==> config.mk <==
export PLATFORM = sky130hd
export DESIGN_NAME = normal_light_dot
export DESIGN_NICKNAME = d
export VERILOG_FILES = /design/src/rtl/normal_light_dot.sv
export SDC_FILE = /design/constraint.sdc
export NUM_CORES = 2
export LEC_CHECK = 0
export BUFFER_PORTS_ARGS = -buffer_cell sky130_fd_sc_hd__buf_2
export CAP_MARGIN = 20
export CORE_MARGIN = 8
export CORE_UTILIZATION = 50
export CTS_CLUSTER_DIAMETER = 80
export DETAILED_ROUTE_END_ITERATION = 8
export GPL_TIMING_DRIVEN = 0
export HOLD_SLACK_MARGIN = 0.05
export PLACE_DENSITY = 0.71
export SKIP_CTS_REPAIR_TIMING = 1
export SYNTH_ARGS = -nofsm -noshare
export SYNTH_HDL_FRONTEND = slang
export SYNTH_SLANG_ARGS = --single-unit
==> constraint.sdc <==
create_clock -name clk -period 22.8 [get_ports clk]
set_clock_uncertainty 0.1 [all_clocks]
set_input_delay 2.28 -clock clk [delete_from_list [all_inputs] [get_ports clk]]
set_output_delay 2.28 -clock clk [all_outputs]
set_load 0.05 [all_outputs]
==> src/rtl/normal_light_dot.sv <==
// Flat-shading Lambert stage: max(0, N.L) in f16 against a programmable light,
// with credit-based input flow control and a first-word-fall-through result buffer.
module normal_light_dot #(
  parameter int MUL_LAT = 6,
  parameter int ADD_LAT = 11,
  parameter int TAG_W   = 16,
  parameter int DEPTH   = 32
) (
  input  logic             clk,
  input  logic             rst,
  input  logic [47:0]      normal,
  input  logic [TAG_W-1:0] tag_in,
  input  logic             normal_valid,
  output logic             in_ready,
  input  logic [47:0]      light_dir,
  input  logic             light_load,
  output logic [15:0]      intensity,
  output logic             facing,
  output logic [TAG_W-1:0] tag_out,
  output logic             out_valid,
  input  logic             out_ready
);
  localparam int L  = MUL_LAT + 2 * ADD_LAT;
  localparam int AW = $clog2(DEPTH);
  localparam int CW = $clog2(DEPTH + 1);
  localparam int EW = 17 + TAG_W;
  localparam logic [15:0] QNAN      = 16'h7E00;
  localparam logic [47:0] LIGHT_RST = {16'h3C00, 16'h0000, 16'h0000};

  function automatic logic [15:0] round_pack(input logic s, input logic signed [7:0] e,
                                             input logic [10:0] m, input logic g, input logic st);
    logic [11:0] mr;
    logic signed [7:0] er;
    mr = {1'b0, m} + {11'd0, g & (st | m[0])};
    er = e;
    if (mr[11]) begin
      mr = mr >> 1;
      er = er + 8'sd1;
    end
    if (er >= 8'sd31) return {s, 5'h1F, 10'h000};
    if (er <= 8'sd0) return {s, 15'h0000};
    return {s, er[4:0], mr[9:0]};
  endfunction

  function automatic logic [15:0] fmul(input logic [15:0] a, input logic [15:0] b);
    logic s, a_nan, b_nan, a_inf, b_inf, a_zero, b_zero;
    logic [21:0] p;
    logic signed [7:0] e;
    s      = a[15] ^ b[15];
    a_nan  = (&a[14:10]) && (|a[9:0]);
    b_nan  = (&b[14:10]) && (|b[9:0]);
    a_inf  = (&a[14:10]) && !(|a[9:0]);
    b_inf  = (&b[14:10]) && !(|b[9:0]);
    a_zero = !(|a[14:10]);
    b_zero = !(|b[14:10]);
    if (a_nan || b_nan || (a_inf && b_zero) || (b_inf && a_zero)) return QNAN;
    if (a_inf || b_inf) return {s, 5'h1F, 10'h000};
    if (a_zero || b_zero) return {s, 15'h0000};
    p = {11'd0, 1'b1, a[9:0]} * {11'd0, 1'b1, b[9:0]};
    e = $signed({3'b000, a[14:10]}) + $signed({3'b000, b[14:10]}) - 8'sd15;
    if (p[21]) e = e + 8'sd1;
    else       p = p << 1;
    return round_pack(s, e, p[21:11], p[10], |p[9:0]);
  endfunction

  // Subnormal operands are flushed to zero; the larger magnitude sets the result sign.
  function automatic logic [15:0] fadd(input logic [15:0] a, input logic [15:0] b);
    logic [15:0] x, y;
    logic [4:0]  d;
    logic [39:0] bx, by, by_sh, sum;
    logic        sticky;
    logic signed [7:0] e;
    int lp;
    if (((&a[14:10]) && (|a[9:0])) || ((&b[14:10]) && (|b[9:0]))) return QNAN;
    if ((&a[14:10]) && (&b[14:10])) return (a[15] != b[15]) ? QNAN : a;
    if (&a[14:10]) return a;
    if (&b[14:10]) return b;
    if (!(|a[14:10]) && !(|b[14:10])) return {a[15] & b[15], 15'h0000};
    if (!(|a[14:10])) return b;
    if (!(|b[14:10])) return a;
    if (a[14:0] >= b[14:0]) begin
      x = a;
      y = b;
    end else begin
      x = b;
      y = a;
    end
    d      = x[14:10] - y[14:10];
    bx     = {9'd0, 1'b1, x[9:0], 20'd0};
    by     = {9'd0, 1'b1, y[9:0], 20'd0};
    sticky = |(by & ~({40{1'b1}} << d));
    by_sh  = by >> d;
    by_sh[0] = by_sh[0] | sticky;
    sum    = (x[15] == y[15]) ? (bx + by_sh) : (bx - by_sh);
    if (sum == 40'd0) return 16'h0000;
    lp = 0;
    for (int i = 0; i < 40; i++) if (sum[i]) lp = i;
    e = 8'(int'(x[14:10]) + lp - 30);
    if (lp > 30) sum = (sum >> 1) | {39'd0, sum[0]};
    else         sum = sum << (30 - lp);
    return round_pack(x[15], e, sum[30:20], sum[19], |sum[18:0]);
  endfunction

  // Negative, zero and NaN dot products all collapse to +0 with facing cleared.
  function automatic logic [16:0] clamp(input logic [15:0] dv);
    if (dv[15] || (dv[14:0] == 15'd0) || ((&dv[14:10]) && (|dv[9:0]))) return 17'd0;
    return {dv, 1'b1};
  endfunction

  logic [47:0]      light_q;
  logic             rdy_q;
  logic [CW-1:0]    credit_q, credit_d;
  logic [CW-1:0]    cnt_q, cnt_d;
  logic [AW-1:0]    wr_ptr_q, rd_ptr_q;
  logic [EW-1:0]    head_q;
  logic             out_valid_q;
  logic [L-1:0]     vld_p;
  logic [15:0]      px_p [MUL_LAT];
  logic [15:0]      py_p [MUL_LAT];
  logic [15:0]      pz_p [MUL_LAT];
  logic [15:0]      s0_p [ADD_LAT];
  logic [15:0]      pzd_p [ADD_LAT];
  logic [15:0]      dot_p [ADD_LAT];
  logic [TAG_W-1:0] tag_p [L];
  logic [EW-1:0]    mem [DEPTH];
  logic             accept, pop, wr, load_head;

  assign in_ready  = rdy_q && (credit_q < CW'(DEPTH));
  assign accept    = normal_valid && in_ready;
  assign pop       = out_valid_q && out_ready;
  assign wr        = vld_p[L-1];
  assign load_head = (!out_valid_q || pop) && (cnt_q != '0);

  assign out_valid = out_valid_q;
  assign intensity = head_q[EW-1 -: 16];
  assign facing    = head_q[TAG_W];
  assign tag_out   = head_q[TAG_W-1:0];

  always_comb begin
    credit_d = credit_q;
    if (accept && !pop)      credit_d = credit_q + 1'b1;
    else if (!accept && pop) credit_d = credit_q - 1'b1;
    cnt_d = cnt_q;
    if (wr && !load_head)      cnt_d = cnt_q + 1'b1;
    else if (!wr && load_head) cnt_d = cnt_q - 1'b1;
  end

  // Stage boundaries: products -> partial sum / delayed pz -> dot -> buffer write.
  always_ff @(posedge clk) begin
    px_p[0]  <= fmul(normal[15:0],  light_q[15:0]);
    py_p[0]  <= fmul(normal[31:16], light_q[31:16]);
    pz_p[0]  <= fmul(normal[47:32], light_q[47:32]);
    for (int i = 1; i < MUL_LAT; i++) begin
      px_p[i] <= px_p[i-1];
      py_p[i] <= py_p[i-1];
      pz_p[i] <= pz_p[i-1];
    end
    s0_p[0]  <= fadd(px_p[MUL_LAT-1], py_p[MUL_LAT-1]);
    pzd_p[0] <= pz_p[MUL_LAT-1];
    dot_p[0] <= fadd(s0_p[ADD_LAT-1], pzd_p[ADD_LAT-1]);
    for (int i = 1; i < ADD_LAT; i++) begin
      s0_p[i]  <= s0_p[i-1];
      pzd_p[i] <= pzd_p[i-1];
      dot_p[i] <= dot_p[i-1];
    end
    tag_p[0] <= tag_in;
    for (int i = 1; i < L; i++) tag_p[i] <= tag_p[i-1];
    if (wr) mem[wr_ptr_q] <= {clamp(dot_p[ADD_LAT-1]), tag_p[L-1]};
  end

  always_ff @(posedge clk or negedge rst) begin
    if (!rst) begin
      rdy_q       <= 1'b0;
      credit_q    <= '0;
      cnt_q       <= '0;
      wr_ptr_q    <= '0;
      rd_ptr_q    <= '0;
      vld_p       <= '0;
      light_q     <= LIGHT_RST;
      head_q      <= '0;
      out_valid_q <= 1'b0;
    end else begin
      rdy_q    <= 1'b1;
      credit_q <= credit_d;
      cnt_q    <= cnt_d;
      vld_p    <= {vld_p[L-2:0], accept};
      if (light_load) light_q <= light_dir;
      if (wr) wr_ptr_q <= (wr_ptr_q == AW'(DEPTH - 1)) ? '0 : wr_ptr_q + 1'b1;
      if (load_head) begin
        rd_ptr_q    <= (rd_ptr_q == AW'(DEPTH - 1)) ? '0 : rd_ptr_q + 1'b1;
        head_q      <= mem[rd_ptr_q];
        out_valid_q <= 1'b1;
      end else if (pop) begin
        out_valid_q <= 1'b0;
      end
    end
  end
endmodule

==> run_results.csv <==
group,metric,value,unit
run_status,outcome,"finished, final reports clean",
min_path,hold_path_depth,0,
cts,cts.clk_slew.worst_paths,70,ps
placement,numPortBuffers,150,
sta,fmax,0.0580,GHz
critical_path,crit_required,23370,ps
synth,ys_dominant_reg_cell,"dfxtp_1",
synth,ys_seq_area_frac,0.582,
die,placementRows,167,
routing,wl,283,mm
critical_path,rrSetupSlack,5570,ps
synth,syn_area,104000,µm²
placement,place.gp.congestion,0.943,
finish,drive_gt1_frac,0.154,
critical_path,cp_max_fo,11,
sta,slew_headroom,0.209,
min_path,hold_class,"reg2reg",
sta,fin_setup_tns,0,ps
die,core,207000,µm²
synth,yosysWarningCount,0,
finish,syn_to_final_growth,13.7,%
run,max-cap-violations,0,
routing,dr_total_vias,66966,
routing,wl_met3,23.0,mm
critical_path,crit_path_start,"py_p[5][12]",
critical_path,r2r_start,"py_p[5][12]",
cts,cts_inserted_buffers,227,
die,die_h,471,µm
placement,dp_hpwl,200,mm
critical_path,r2r_end,"s0_p[0][5]",
min_path,hold_start,"py_p[3][11]",
grt,grt_pass1_wl,425,mm
critical_path,slowest_delay,630,ps
die,die_x,471,µm
cts,cts-root-buf,"clkbuf_16",
grt,grt-ovfl-total,0,
grt,antenna_found_initial,9,
synth,synth-edff-count,1056,
grt,grtUsageTotal,0.248,
routing,ant_nets,0,
routing,routed.top_layer,"met5",
die,start_util,0.502,
sta,period_needed,17230,ps
cts,cts_buffer_depth,3,
routing,drt-wirelength-per-cell,25.2,µm
critical_path,slowest_stage,"or4_1",
sta,drv_slew,0,
cts,cts_tree,"yes",
routing,drt_iter0_markers,6973,
finish,layout_commonest_cell,"dfxtp_1",
grt,grt_pass1_vias,67681,
cts,htreeDepth,4,
sta,timing.final.crit_share,0.756,
min_path,holdPathEnd,"py_p[4][11]",
synth,ys_ff_latch,2453,
routing,via_per_inst,5.97,
routing,wl_met1,114,mm
routing,drtPass1Iterations,6,
grt,grt_max_degree,92,
synth,syn_inst,7788,
sta,final_hold_viol_count,0,
finish,nets,9015,
finish,final_cell_mix,"dfxtp_1 (1264), edfxtp_1 (1056), nand2_1 (486), inv_1 (430), mux4_2 (348)",
critical_path,cp-start-kind,"flip-flop",
synth,synth_async_sr_flop_share,0.0542,
die,dieArea,222000,µm²
critical_path,worst_setup_path_end_kind,"flip-flop",
sta,rsz0062_at_grt,"false",
critical_path,path_class,"reg2reg",
cts,clock_insertion_delay_worst_skew,900,ps
sta,setup_violations,0,
critical_path,reg2regPathDepth,51,
critical_path,critPathArrivalTime,17800,ps
routing,drc_errors,0,
critical_path,cp_common_cell,"clkbuf_1",
cts,cts_sinks,2453,
routing,route.met2.wl,135,mm
sta,worst_pin_slew,1190,ps
die,num_io_pins,152,
synth,yosysUniqueCellTypes,139,
synth,syn_area_per_cell,13.3,µm²
-- synthesized netlist by cell type, types with 41 or more instances --
cell type | count | area [µm²]
dfxtp_1 | 1264 | 25300
edfxtp_1 | 1056 | 31700
nand2_1 | 486 | 1820
inv_1 | 427 | 1600
mux4_2 | 348 | 7840
ha_1 | 340 | 4250
nor2_1 | 326 | 1220
a21oi_1 | 278 | 1390
clkbuf_1 | 265 | 995
and2_1 | 259 | 1620
fa_1 | 249 | 4980
o21ai_0 | 237 | 1190
nand3_1 | 148 | 741
xnor2_1 | 148 | 1300
mux2i_1 | 142 | 1420
dfrtp_1 | 129 | 3230
nor3_1 | 126 | 631
mux2_2 | 86 | 968
o21bai_1 | 73 | 548
xor2_1 | 65 | 569
nand4_1 | 64 | 400
a31oi_1 | 56 | 350
and3_1 | 56 | 350
nand2b_1 | 54 | 338
nor4_1 | 54 | 338
a21o_1 | 53 | 398
o211ai_1 | 52 | 390
a211oi_1 | 48 | 360
nor2b_1 | 44 | 275
buf_1 | 41 | 154
-- stage by stage --
stage	util	hold slack, ps	cells	area, µm²	worst slack, ps
finish	0.570	154	11222	118000	5570
global route	0.570	168	11220	118000	4740
CTS	0.568	161	11194	117000	6040
detailed placement	0.529	212	10759	109000	6160
global placement	0.522	210	10673	108000	5750
floorplan	-	210	7819	104000	11080
-- worst max-delay path by stage --
stage | endpoint | depth (start not counted)
floorplan | dot_p[0][4] | 59
global placement | s0_p[0][5] | 50
CTS | s0_p[0][5] | 51
detailed placement | s0_p[0][5] | 51
finish | s0_p[0][5] | 51
global route | s0_p[0][5] | 51
-- worst max-delay path: cells and delay by family, from the launching register on --
family,cells,cell delay [ps]
buffers and inverters,15,4930
multiplexers,4,1280
AND/OR/NAND/NOR,10,3420
AO/OA/AOI/OAI,17,5150
XOR/XNOR,1,200
flip-flops,1,500
adder cells (fa/ha/maj),4,1360
-- cells by family after synthesis --
| family | count (synthesis) | share of synthesized area |
|---|---|---|
| flip-flops | 2453 | 0.582 |
| AND/OR/NAND/NOR | 1802 | 0.0895 |
| AO/OA/AOI/OAI | 1341 | 0.0903 |
| buffers and inverters | 804 | 0.0310 |
| adder cells (fa/ha/maj) | 589 | 0.0891 |
| multiplexers | 579 | 0.0990 |
| XOR/XNOR | 218 | 0.0188 |
| other | 2 | 0.0000725 |
-- layout make-up --
cell class              instances  area, µm²
fillers                     16157      88800
flip-flops and latches       2453      60300
clock buffers                 310       6580
diodes                          3       7.51
plain buffers                 373       1600
repair buffers                261       2430
multi-input cells            4562      40400
well taps                    2704       3380
clock inverters               125       1490
inverters                     431       1620
-- layer usage --
layer  global-route usage  vias to the layer above
met3               0.0470                      614
met4               0.0908                        8
met1                0.327                    33547
met5                    0                        -
li1                     -                    29682
met2                0.411                     3115
-- state kept, by name (all words and copies together) (netlist names) --
register   count
cnt_q          6
dot_p        176
pz_p          96
out_valid      1
rdy_q          1
wr_ptr_q       5
vld_p         28
s0_p         176
tag_p        448
px_p          96
credit_q       6
head_q        33
py_p          96
rd_ptr_q       5
pzd_p        176
mem         1056
light_q       48
Power is left out: the tool's default activity adds up to more than one toggle a clock period on the data nets, which glitch-free logic cannot reach.
